--- config.mk ---
export PLATFORM = sky130hd
export DESIGN_NAME = hazard_ctrl
export DESIGN_NICKNAME = d
export VERILOG_FILES = /design/src/rtl/hazard_ctrl_pkg.sv /design/src/rtl/hazard_ctrl_detect.sv /design/src/rtl/hazard_ctrl.sv
export VERILOG_INCLUDE_DIRS = /design/src /design/src/rtl
export SDC_FILE = /design/constraint.sdc
export NUM_CORES = 1
export LEC_CHECK = 0
export BUFFER_PORTS_ARGS = -buffer_cell sky130_fd_sc_hd__buf_4
export CAP_MARGIN = 20
export CORE_MARGIN = 1
export CORE_UTILIZATION = 31
export DETAILED_ROUTE_END_ITERATION = 8
export PLACE_DENSITY = 0.51
export SLEW_MARGIN = 20
export SYNTH_ARGS = -nofsm -noshare
export SYNTH_HDL_FRONTEND = slang
export SYNTH_SLANG_ARGS = --single-unit
export TNS_END_PERCENT = 20
--- constraint.sdc ---
create_clock -name hc_clk -period 3.4 [get_ports hc_clk]
set_input_delay 0.51 -clock hc_clk [delete_from_list [all_inputs] [get_ports hc_clk]]
set_output_delay 0.51 -clock hc_clk [all_outputs]
set_load 0.02 [all_outputs]
--- src/rtl/header.vh ---
// Shared opcode and controller-state encodings.
// Opcodes follow the MIPS-style major opcode field used by decode/execute.
// State encodings back the hazard_ctrl_pkg::hc_state_e enum.
`ifndef HAZARD_CTRL_HEADER_VH
`define HAZARD_CTRL_HEADER_VH

`define OPCODE_WIDTH 6

`define RTYPE 6'h00
`define BEQ   6'h04
`define BNE   6'h05
`define LOAD  6'h23
`define STORE 6'h2b

`define HC_RUN     2'd0
`define HC_LDSTALL 2'd1
`define HC_FLUSH   2'd2
`define HC_MEMWAIT 2'd3

`endif

--- src/rtl/hazard_ctrl_pkg.sv ---
// Purpose: shared opcode constants, controller state enum and rt-usage helper.
// Latency: n/a (types and constants only).
// Backpressure: n/a.
`include "header.vh"

package hazard_ctrl_pkg;

  localparam int OPCODE_W = `OPCODE_WIDTH;

  localparam logic [OPCODE_W-1:0] OP_RTYPE = `RTYPE;
  localparam logic [OPCODE_W-1:0] OP_BEQ   = `BEQ;
  localparam logic [OPCODE_W-1:0] OP_BNE   = `BNE;
  localparam logic [OPCODE_W-1:0] OP_LOAD  = `LOAD;
  localparam logic [OPCODE_W-1:0] OP_STORE = `STORE;

  typedef enum logic [1:0] {
    ST_RUN     = `HC_RUN,
    ST_LDSTALL = `HC_LDSTALL,
    ST_FLUSH   = `HC_FLUSH,
    ST_MEMWAIT = `HC_MEMWAIT
  } hc_state_e;

  // Instructions that actually read rt as a source operand.
  function automatic logic uses_rt(input logic [OPCODE_W-1:0] op);
    return (op == OP_RTYPE) || (op == OP_STORE) || (op == OP_BEQ) || (op == OP_BNE);
  endfunction

endpackage

--- src/rtl/hazard_ctrl_detect.sv ---
// Purpose: flag a load-use hazard between the decode and execute instructions.
// Latency: combinational.
// Backpressure: none; hz_o feeds the controller's stall decision.
// Ports: decode valid/opcode/rs/rt, execute opcode/rd/reg_write in; hz_o out.
module hazard_detect
  import hazard_ctrl_pkg::*;
#(
  parameter int AWIDTH = 5
) (
  input  logic                ds_ce_i,
  input  logic [OPCODE_W-1:0] ds_opcode_i,
  input  logic [AWIDTH-1:0]   ds_rs_i,
  input  logic [AWIDTH-1:0]   ds_rt_i,
  input  logic [OPCODE_W-1:0] ex_opcode_i,
  input  logic [AWIDTH-1:0]   ex_rd_i,
  input  logic                ex_reg_write_i,
  output logic                hz_o
);

  logic ex_load_wr;
  logic rs_match;
  logic rt_match;

  // r0 is hardwired, so a load targeting it never creates a dependency.
  assign ex_load_wr = (ex_opcode_i == OP_LOAD) && ex_reg_write_i && (ex_rd_i != '0);
  assign rs_match   = (ex_rd_i == ds_rs_i);
  assign rt_match   = (ex_rd_i == ds_rt_i) && uses_rt(ds_opcode_i);
  assign hz_o       = ds_ce_i && ex_load_wr && (rs_match || rt_match);

endmodule

--- src/rtl/hazard_ctrl.sv ---
// Purpose: pipeline sequencer - load-use stalls, memory wait states, branch redirect + flush, perf counters.
// Latency: controls are combinational from state and inputs; state/counters update on the next hc_clk edge.
// Backpressure: hc_i_mem_busy holds fetch/decode/execute/memory until it drops; redirects arriving meanwhile are parked.
// Ports: decode/execute hazard fields, change_pc/alu_pc, mem_busy in;
//        stage stall/flush controls, pc_load/pc_target, stall and redirect counters out.
module hazard_ctrl
  import hazard_ctrl_pkg::*;
#(
  parameter int PC_WIDTH    = 32,
  parameter int AWIDTH      = 5,
  parameter int FLUSH_DEPTH = 2,
  parameter int LOAD_LAT    = 1,
  parameter int CNT_WIDTH   = 16
) (
  input  logic                 hc_clk,
  input  logic                 hc_rst,
  input  logic                 hc_i_ds_ce,
  input  logic [OPCODE_W-1:0]  hc_i_ds_opcode,
  input  logic [AWIDTH-1:0]    hc_i_ds_rs_addr,
  input  logic [AWIDTH-1:0]    hc_i_ds_rt_addr,
  input  logic [OPCODE_W-1:0]  hc_i_ex_opcode,
  input  logic [AWIDTH-1:0]    hc_i_ex_rd_addr,
  input  logic                 hc_i_ex_reg_write,
  input  logic                 hc_i_change_pc,
  input  logic [PC_WIDTH-1:0]  hc_i_alu_pc,
  input  logic                 hc_i_mem_busy,
  output logic                 hc_o_stall_fs,
  output logic                 hc_o_stall_ds,
  output logic                 hc_o_flush_ds,
  output logic                 hc_o_flush_es,
  output logic                 hc_o_stall_ms,
  output logic                 hc_o_pc_load,
  output logic [PC_WIDTH-1:0]  hc_o_pc_target,
  output logic [CNT_WIDTH-1:0] hc_o_stall_cnt,
  output logic [CNT_WIDTH-1:0] hc_o_redir_cnt
);

  localparam int CNT_MAX = (FLUSH_DEPTH > LOAD_LAT) ? FLUSH_DEPTH : LOAD_LAT;
  localparam int CW      = (CNT_MAX < 2) ? 1 : $clog2(CNT_MAX + 1);

  hc_state_e            state_q, state_d;
  logic [CW-1:0]        cnt_q, cnt_d;
  logic                 pend_q, pend_d;
  logic [PC_WIDTH-1:0]  pend_pc_q, pend_pc_d;
  logic                 pl_q;
  logic [CNT_WIDTH-1:0] stall_cnt_q, stall_cnt_d;
  logic [CNT_WIDTH-1:0] redir_cnt_q, redir_cnt_d;

  logic                 hz;
  logic                 redirect;
  logic [PC_WIDTH-1:0]  redir_pc;

  hazard_detect #(.AWIDTH(AWIDTH)) u_detect (
    .ds_ce_i        (hc_i_ds_ce),
    .ds_opcode_i    (hc_i_ds_opcode),
    .ds_rs_i        (hc_i_ds_rs_addr),
    .ds_rt_i        (hc_i_ds_rt_addr),
    .ex_opcode_i    (hc_i_ex_opcode),
    .ex_rd_i        (hc_i_ex_rd_addr),
    .ex_reg_write_i (hc_i_ex_reg_write),
    .hz_o           (hz)
  );

  always_comb begin
    state_d        = state_q;
    cnt_d          = cnt_q;
    pend_d         = pend_q;
    pend_pc_d      = pend_pc_q;
    redirect       = 1'b0;
    redir_pc       = hc_i_alu_pc;
    hc_o_stall_fs  = 1'b0;
    hc_o_stall_ds  = 1'b0;
    hc_o_flush_ds  = 1'b0;
    hc_o_flush_es  = 1'b0;
    hc_o_stall_ms  = 1'b0;
    hc_o_pc_load   = 1'b0;
    hc_o_pc_target = '0;

    unique case (state_q)
      ST_RUN: begin
        // With a single-cycle flush we stay in RUN; pl_q keeps pc_load off two cycles running.
        if (hc_i_change_pc && !pl_q) begin
          redirect = 1'b1;
        end else if (hc_i_mem_busy) begin
          hc_o_stall_fs = 1'b1;
          hc_o_stall_ds = 1'b1;
          hc_o_stall_ms = 1'b1;
          state_d       = ST_MEMWAIT;
        end else if (hz) begin
          hc_o_stall_fs = 1'b1;
          hc_o_stall_ds = 1'b1;
          hc_o_flush_es = 1'b1;
          if (LOAD_LAT > 1) begin
            state_d = ST_LDSTALL;
            cnt_d   = CW'(LOAD_LAT - 1);
          end
        end
      end
      ST_LDSTALL: begin
        // A taken branch squashes the stalled decode anyway, so redirect at once.
        if (hc_i_change_pc) begin
          redirect = 1'b1;
        end else begin
          hc_o_stall_fs = 1'b1;
          hc_o_stall_ds = 1'b1;
          hc_o_flush_es = 1'b1;
          cnt_d         = cnt_q - CW'(1);
          if (cnt_q == CW'(1)) state_d = ST_RUN;
        end
      end
      ST_FLUSH: begin
        hc_o_flush_ds = 1'b1;
        hc_o_flush_es = 1'b1;
        cnt_d         = cnt_q - CW'(1);
        if (cnt_q == CW'(1)) state_d = ST_RUN;
      end
      ST_MEMWAIT: begin
        if (hc_i_mem_busy) begin
          hc_o_stall_fs = 1'b1;
          hc_o_stall_ds = 1'b1;
          hc_o_stall_ms = 1'b1;
          if (hc_i_change_pc) begin
            pend_d    = 1'b1;
            pend_pc_d = hc_i_alu_pc;
          end
        end else if (pend_q || hc_i_change_pc) begin
          redirect = 1'b1;
          redir_pc = hc_i_change_pc ? hc_i_alu_pc : pend_pc_q;
        end else begin
          state_d = ST_RUN;
        end
      end
      default: state_d = ST_RUN;
    endcase

    if (redirect) begin
      hc_o_pc_load   = 1'b1;
      hc_o_pc_target = redir_pc;
      hc_o_flush_ds  = 1'b1;
      hc_o_flush_es  = 1'b1;
      pend_d         = 1'b0;
      if (FLUSH_DEPTH > 1) begin
        state_d = ST_FLUSH;
        cnt_d   = CW'(FLUSH_DEPTH - 1);
      end else begin
        state_d = ST_RUN;
      end
    end

    // Outputs are quiet while reset is held, whatever state is left over.
    if (hc_rst) begin
      hc_o_stall_fs  = 1'b0;
      hc_o_stall_ds  = 1'b0;
      hc_o_flush_ds  = 1'b0;
      hc_o_flush_es  = 1'b0;
      hc_o_stall_ms  = 1'b0;
      hc_o_pc_load   = 1'b0;
      hc_o_pc_target = '0;
    end
  end

  assign stall_cnt_d = (hc_o_stall_ds && (stall_cnt_q != '1)) ? stall_cnt_q + CNT_WIDTH'(1) : stall_cnt_q;
  assign redir_cnt_d = (hc_o_pc_load && (redir_cnt_q != '1)) ? redir_cnt_q + CNT_WIDTH'(1) : redir_cnt_q;

  always_ff @(posedge hc_clk) begin
    if (hc_rst) begin
      state_q     <= ST_RUN;
      cnt_q       <= '0;
      pend_q      <= 1'b0;
      pend_pc_q   <= '0;
      pl_q        <= 1'b0;
      stall_cnt_q <= '0;
      redir_cnt_q <= '0;
    end else begin
      state_q     <= state_d;
      cnt_q       <= cnt_d;
      pend_q      <= pend_d;
      pend_pc_q   <= pend_pc_d;
      pl_q        <= hc_o_pc_load;
      stall_cnt_q <= stall_cnt_d;
      redir_cnt_q <= redir_cnt_d;
    end
  end

  assign hc_o_stall_cnt = stall_cnt_q;
  assign hc_o_redir_cnt = redir_cnt_q;

endmodule

==> flow_summary_export.csv, run 1 <==
group,metric,value,unit
power_and_ir_drop,sequentialPowerShare,0.323,
finish,syn_to_final_growth,38.89,%
placement,gp_congestion,0.8181,
sta,grt_setup_unrepaired,"no",
logic_synthesis,synth_edf_count,0,
setup_path,critPathRequiredTime,2.89,ns
power_and_ir_drop,total_power,2766,uW
finish,fin_nets,709,
detailed_routing,final_antenna_net_count,0,
logic_synthesis,synth_cells,520,
placement,io_buffer_count,134,
sta,timing.hold.ws,0.4275,ns
power_and_ir_drop,p_per_area,525.5,nW/um2
sta,relSlewSlack,0.3715,
finish,diodes,0,
setup_path,cp_slowest_cell,"dfxtp_1",
logic_synthesis,syn_area,3790,um2
cts,clk_latency,0.33,ns
sta,worst_pin_slew,0.9357,ns
logic_synthesis,synthArstFlopShare,0,
cts,numCtsBuffers,9,
setup_path,cp_top_family,"buffers and inverters",
power_and_ir_drop,p_switching,849.1,uW
power_and_ir_drop,ir_drop,0.0002040,V
global_routing,grt_util_met2,0.3049,
detailed_routing,dr.pass1.iters,4,
cts,cts.sinks,70,
detailed_routing,vias,4040,
setup_path,path_cells,"inv_1, ha_1, nor2b_1, o21ai_1, and2_1, or2_1, buf_6, o21ai_0, o41a_1, buf_4",
placement,post_dp_cell_area,4906,um2
logic_synthesis,ys_warn_count,0,
setup_path,endpoint_kind,"primary output",
setup_path,cpPeakStageDelay,0.40,ns
finish,final_cells,789,
detailed_routing,avgRoutedWirePerCell,13.88,um
sta,skew,0.004263,ns
sta,hold_viol_final,0,
power_and_ir_drop,p_clk_frac,0.395,
cts,root_buffer,"clkbuf_16",
setup_path,worst_ep_arrival_time,2.61,ns
finish,fin_area,5264,um2
global_routing,grt_pass1_vias,3779,
detailed_routing,viasPerCell,5.120,
detailed_routing,drcViolationCount,0,
global_routing,grt_use_met3,0.03294,
cts,post_cts_buffers,0,
finish,register_area,1401,um2
global_routing,gr-usage-all-layers,0.1774,
floorplan,ios,135,
floorplan,die_h,112.6,um
cts,path_clk_slew,0.06,ns
sta,setup_viol,0,
power_and_ir_drop,sw_frac_of_total,0.3069,
detailed_routing,drt-initial-drc-count,277,
cts,cts_tree,"done",
sta,fin_crit_sh,0.9174,
finish,drive_gt1_frac,0.2601,
cts,h-tree-depth,3,
detailed_routing,routed_wl,10950,um
logic_synthesis,syn_avg_cell_area,7.288,um2
power_and_ir_drop,internal_power,1917,uW
logic_synthesis,ys.flop_type,"dfxtp_1",
flow_run,drv_cap,0,
global_routing,grt_pass1_wl,18110,um
outcome,outcome,"completed",
cts,cts_max_path_buffers,2,
logic_synthesis,synth-seq-cells,70,
sta,fmax,320.6,MHz
setup_path,crit_buf_inv,3,
power_and_ir_drop,combPwrFrac,0.282,
setup_path,startpoint_type,"flip-flop",
global_routing,grt.busiest_layer,"met2",
placement,numPlacedInstances,773,
power_and_ir_drop,p_leak,0.002131,uW
global_routing,gr-total-overflow,0,
global_routing,grt_max_degree,64,
logic_synthesis,ys_types,50,
cts,postCtsHoldBufs,0,
setup_path,cp_max_fo,35,
logic_synthesis,yosysSeqAreaShare,0.3698,
finish,num-fill-cells,1223,
worst_hold_path,hp-class,"in2reg",
floorplan,start_util,0.3168,
placement,hpwlAfterDp,7511,um
logic_synthesis,syn_nets,592,
global_routing,grtUsageMet1,0.2161,
sta,finalSetupTns,0,ns
floorplan,die-area,12670,um2
finish,multiInputGateArea,2211,um2
setup_path,critPathKind,"reg2out",
sta,finalMaxSlewViolations,0,
floorplan,std_cell_rows,40,
floorplan,die_w,112.6,um
global_routing,antenna_found_initial,0,
floorplan,core_area,11960,um2
sta,timing.final.crit_period,3.119,ns
[worst register-to-register path, delay by kind of cell, from the launching register on]
family          cells  cell delay (ns)
fa+ha+maj           1             0.22
buf+inv             1             0.09
compound gates      3             0.70
flops               1             0.34
simple gates        3             1.28
[layout by cell type, fill, tap and decap left out, types with 2 or more instances in the layout]
cell / Yosys / routed
a21oi_1: 82 / 82
and2_1: 2 / 2
and3_1: 10 / 10
and4_1: 2 / 2
buf_4: 1 / 139
bufinv_16: 0 / 2
clkbuf_16: 0 / 9
clkbuf_8: 0 / 5
dfxtp_1: 70 / 70
ha_1: 7 / 7
inv_1: 9 / 9
nand2_1: 148 / 148
nand2b_1: 2 / 2
nand3_1: 13 / 13
nand4_1: 13 / 13
nand4b_1: 2 / 2
nor2_1: 23 / 22
nor2b_1: 3 / 3
nor3_1: 2 / 2
nor4_1: 2 / 2
o211ai_1: 4 / 4
o21ai_0: 11 / 10
o21ai_1: 1 / 2
o311ai_0: 6 / 6
o31ai_1: 9 / 9
o41ai_1: 4 / 4
or2_2: 2 / 2
or3_1: 10 / 10
or4_1: 9 / 9
xnor2_1: 8 / 8
xor2_1: 13 / 13
[per-stage QoR]
step	worst slack (ns)	utilization
finish	0.2809	0.4401
global route	0.06713	0.4401
CTS	0.05185	0.4397
detailed placement	0.4209	0.4101
global placement	0.5381	0.4101
floorplan	0.4674	-
[cell families after synthesis]
logic type | count (synthesis) | synth area share
XOR/XNOR | 21 | 0.04853
flip-flops | 70 | 0.3698
adder cells (fa/ha/maj) | 7 | 0.02311
buffers and inverters | 45 | 0.04985
AND/OR/NAND/NOR | 249 | 0.3047
AO/OA/AOI/OAI | 126 | 0.1984
multiplexers | 2 | 0.005612
[synthesized netlist by cell type (2+ instances only)]
cell type    n  area [um2]
and3_1      10       62.56
nor2b_1      3       18.77
nand2b_1     2       12.51
buf_1        4       15.01
nand3_1     13       65.06
a21oi_1     82       410.4
inv_1        9       33.78
and2_1       2       12.51
and4_1       2       17.52
or4_1        9       67.56
nand4b_1     2       17.52
nor4_1       2       12.51
xnor2_1      8       70.07
o41ai_1      4       35.03
nor4_2       2       25.02
o31ai_1      9       67.56
clkbuf_1    23       86.33
o21ai_0     11       55.05
nor2_1      23       86.33
ha_1         7       87.58
nand4_1     13       81.33
o211ai_1     4       30.03
dfxtp_1     70        1401
or3_1       10       62.56
buf_2        5       25.02
xor2_1      13       113.9
nand2_1    148       555.5
o311ai_0     6       52.55
or2_2        2       12.51
nor3_1       2       10.01
[power by group through the flow]
stage / Sequential [uW] / Clock, uW / Combinational, uW
5_1_grt: 900 / 1160 / 863
6_report: 893 / 1090 / 779
3_3_place_gp: 909 / 0 / 766
2_1_floorplan: 912 / 0 / 482
3_5_place_dp: 912 / 0 / 777
4_1_cts: 894 / 1120 / 779
[metal layers]
metal | vias up | wire length, um
li1 | 2047 | -
met1 | 1882 | 4985
met2 | 99 | 5324
met3 | 12 | 482
met4 | 0 | 157
met5 | - | 0
[final timing paths]
check	start	end	slack [ns]	cells past startpoint
worst max-delay path	state_q[0]$_SDFFE_PP0P_	hc_o_flush_es	0.28	10
worst min-delay path	hc_i_alu_pc[27]	pend_pc_q[27]$_SDFFE_PP0P_	0.43	3
worst max register to register	state_q[1]$_SDFFE_PP0P_	hc_o_stall_cnt[7]$_SDFFE_PP0P_	0.69	8
worst min register to register	pend_pc_q[19]$_SDFFE_PP0P_	pend_pc_q[19]$_SDFFE_PP0P_	0.45	2
[registers in the layout (all words and copies together) (netlist names)]
signal and cells:
pl_q 1, cnt_q 2, pend_q 1, hc_o_stall_cnt 16, state_q 2, pend_pc_q 32
hc_o_redir_cnt 16
[layout make-up]
cell class / count / share of cell area
clock buffer: 14 / 0.05586
clock inverter: 2 / 0.01141
inverter: 10 / 0.007369
multi-input combinational: 405 / 0.4200
sequential: 70 / 0.2662
tap: 147 / 0.03494
timing repair buffer: 141 / 0.2042
[repair_timing]
item	CTS	global route
gates resized for setup	0	2
endpoints found under the hold margin	0	0
endpoints found under the setup margin	0	1
No activity file was read; power rests on OpenSTA's default activity.
==> run 2: changes to the inputs <==
- CORE_ASPECT_RATIO: unset -> 0.5
==> flow_summary_export.csv, run 2 (synthesis results as in run 1) <==
group,metric,value,unit
outcome,outcome,"completed",
cts,numCtsBuffers,9,
setup_path,rr_startpoint,"state_q[1]$_SDFFE_PP0P_",
floorplan,core_area,11880,um2
sta,timing.final.crit_period,3.089,ns
sta,fin_crit_sh,0.9086,
setup_path,path_cells,"inv_1, ha_1, nor2b_1, o21ai_0, and2_1, or2_1, buf_4, o21ai_0, o41a_1, buf_4",
floorplan,die_h,80.19,um
setup_path,critPathRequiredTime,2.89,ns
power_and_ir_drop,p_leak,0.002111,uW
worst_hold_path,hold-path-endpoint,"pend_pc_q[17]$_SDFFE_PP0P_",
worst_hold_path,min_path_cells,3,
detailed_routing,avgRoutedWirePerCell,13.27,um
placement,gp_congestion,0.7734,
placement,numPlacedInstances,795,
sta,relSlewSlack,0.5398,
global_routing,grt_pass1_vias,3512,
placement,hpwlAfterDp,7349,um
power_and_ir_drop,p_switching,828.1,uW
power_and_ir_drop,p_clk_frac,0.337,
power_and_ir_drop,sequentialPowerShare,0.356,
cts,clk_latency,0.33,ns
detailed_routing,final_antenna_net_count,0,
setup_path,critPathKind,"reg2out",
sta,finalSetupTns,0,ns
placement,io_buffer_count,134,
power_and_ir_drop,sw_frac_of_total,0.3294,
detailed_routing,vias,3989,
global_routing,grt_max_degree,64,
finish,drive_gt1_frac,0.2632,
setup_path,cp_slowest_cell,"dfxtp_1",
global_routing,grt_pass1_wl,17360,um
finish,diodes,0,
cts,cts_tree,"done",
floorplan,std_cell_rows,28,
finish,final_cell_mix,"nand2_1 (148), buf_4 (145), a21oi_1 (82), dfxtp_1 (70), nor2_1 (22)",
cts,root_buffer,"clkbuf_16",
finish,num-fill-cells,1199,
finish,fin_nets,713,
worst_hold_path,worstHoldStart,"hc_i_alu_pc[17]",
setup_path,worst_ep_arrival_time,2.58,ns
global_routing,antenna_found_initial,0,
setup_path,cp_max_fo,35,
setup_path,reg2reg_to,"hc_o_stall_cnt[7]$_SDFFE_PP0P_",
finish,top_register,"pend_pc_q",
finish,syn_to_final_growth,37.57,%
power_and_ir_drop,combPwrFrac,0.307,
floorplan,die-area,12700,um2
sta,fmax,323.7,MHz
cts,postCtsHoldBufs,0,
cts,h-tree-depth,3,
floorplan,start_util,0.3191,
sta,finalMaxSlewViolations,0,
setup_path,cpPeakStageDelay,0.39,ns
detailed_routing,drcViolationCount,0,
setup_path,r2r_slack,0.72,ns
detailed_routing,viasPerCell,4.919,
power_and_ir_drop,ir_drop,0.0002216,V
cts,post_cts_buffers,0,
sta,hold_viol_final,0,
cts,cts_resized,0,
sta,grt_setup_unrepaired,"no",
setup_path,endpoint_kind,"primary output",
finish,largest_reg_flops,32,
finish,mostFrequentLayoutCell,"nand2_1",
detailed_routing,routed_wl,10770,um
power_and_ir_drop,p_per_area,482.2,nW/um2
cts,cts.sinks,70,
power_and_ir_drop,internal_power,1686,uW
sta,setup_viol,0,
detailed_routing,drt-initial-drc-count,209,
setup_path,reg2reg_depth,8,
global_routing,gr-total-overflow,0,
floorplan,ios,135,
cts,cts_max_path_buffers,2,
cts,path_clk_slew,0.05,ns
setup_path,startpoint_type,"flip-flop",
flow_run,drv_cap,0,
sta,worst_pin_slew,0.6903,ns
finish,final_cells,811,
floorplan,die_w,158.4,um
power_and_ir_drop,total_power,2514,uW
global_routing,gr-usage-all-layers,0.1722,
sta,skew,0.004388,ns
worst_hold_path,hp-class,"in2reg",
detailed_routing,dr.pass1.iters,4,
[run 2: worst max path at each step]
stage | cells past startpoint | endpoint | slack (ns) | start
finish | 10 | hc_o_flush_es | 0.31 | state_q[0]$_SDFFE_PP0P_
global route | 10 | hc_o_flush_es | 0.006 | state_q[0]$_SDFFE_PP0P_
CTS | 10 | hc_o_flush_es | 0.24 | state_q[0]$_SDFFE_PP0P_
detailed placement | 7 | hc_o_stall_cnt[8]$_SDFFE_PP0P_ | 0.45 | hc_i_ex_opcode[3]
global placement | 8 | hc_o_flush_es | 0.52 | hc_i_ds_opcode[0]
floorplan | 8 | hc_o_stall_fs | 0.47 | hc_i_ds_opcode[0]
[run 2: power groups by stage]
stage | Clock, uW | Sequential (uW) | Combinational [uW]
3_5_place_dp | 0 | 914 | 779
5_1_grt | 915 | 902 | 864
6_report | 847 | 895 | 772
4_1_cts | 878 | 896 | 783
3_3_place_gp | 0 | 914 | 779
2_1_floorplan | 0 | 912 | 482
[run 2: critical path: cells and delay by family (launching register included)]
family / cells / cell delay [ns]
flip-flops: 1 / 0.39
AO/OA/AOI/OAI: 3 / 0.48
adder cells (fa/ha/maj): 1 / 0.26
buffers and inverters: 3 / 0.63
AND/OR/NAND/NOR: 3 / 0.49
[run 2: final cells by class]
type                    instances  area [um2]  area share
inverters                      10       38.79    0.007439
well taps                     165       206.4     0.03960
multi-input cells             405        2211      0.4240
clock buffers                  11       242.7     0.04656
flip-flops and latches         70        1401      0.2688
clock inverters                 5       25.02    0.004800
repair buffers                145        1089      0.2088
[run 2: routing by layer]
layer,global-route usage,part of all wire
met3,0.04155,0.056
met4,0.04038,0.0071
met1,0.2350,0.50
met2,0.2715,0.44
met5,0,0
[run 2: through the flow]
step / setup WS, ns / hold slack, ns / area, um2 / utilization
6_report: 0.3107 / 0.4400 / 5214 / 0.4390
5_1_grt: 0.006424 / 0.4353 / 5214 / 0.4390
4_1_cts: 0.2369 / 0.4245 / 5214 / 0.4390
3_5_place_dp: 0.4524 / 0.4467 / 4946 / 0.4165
3_3_place_gp: 0.5190 / 0.4431 / 4946 / 0.4165
2_1_floorplan: 0.4674 / 0.4366 / 3790 / -
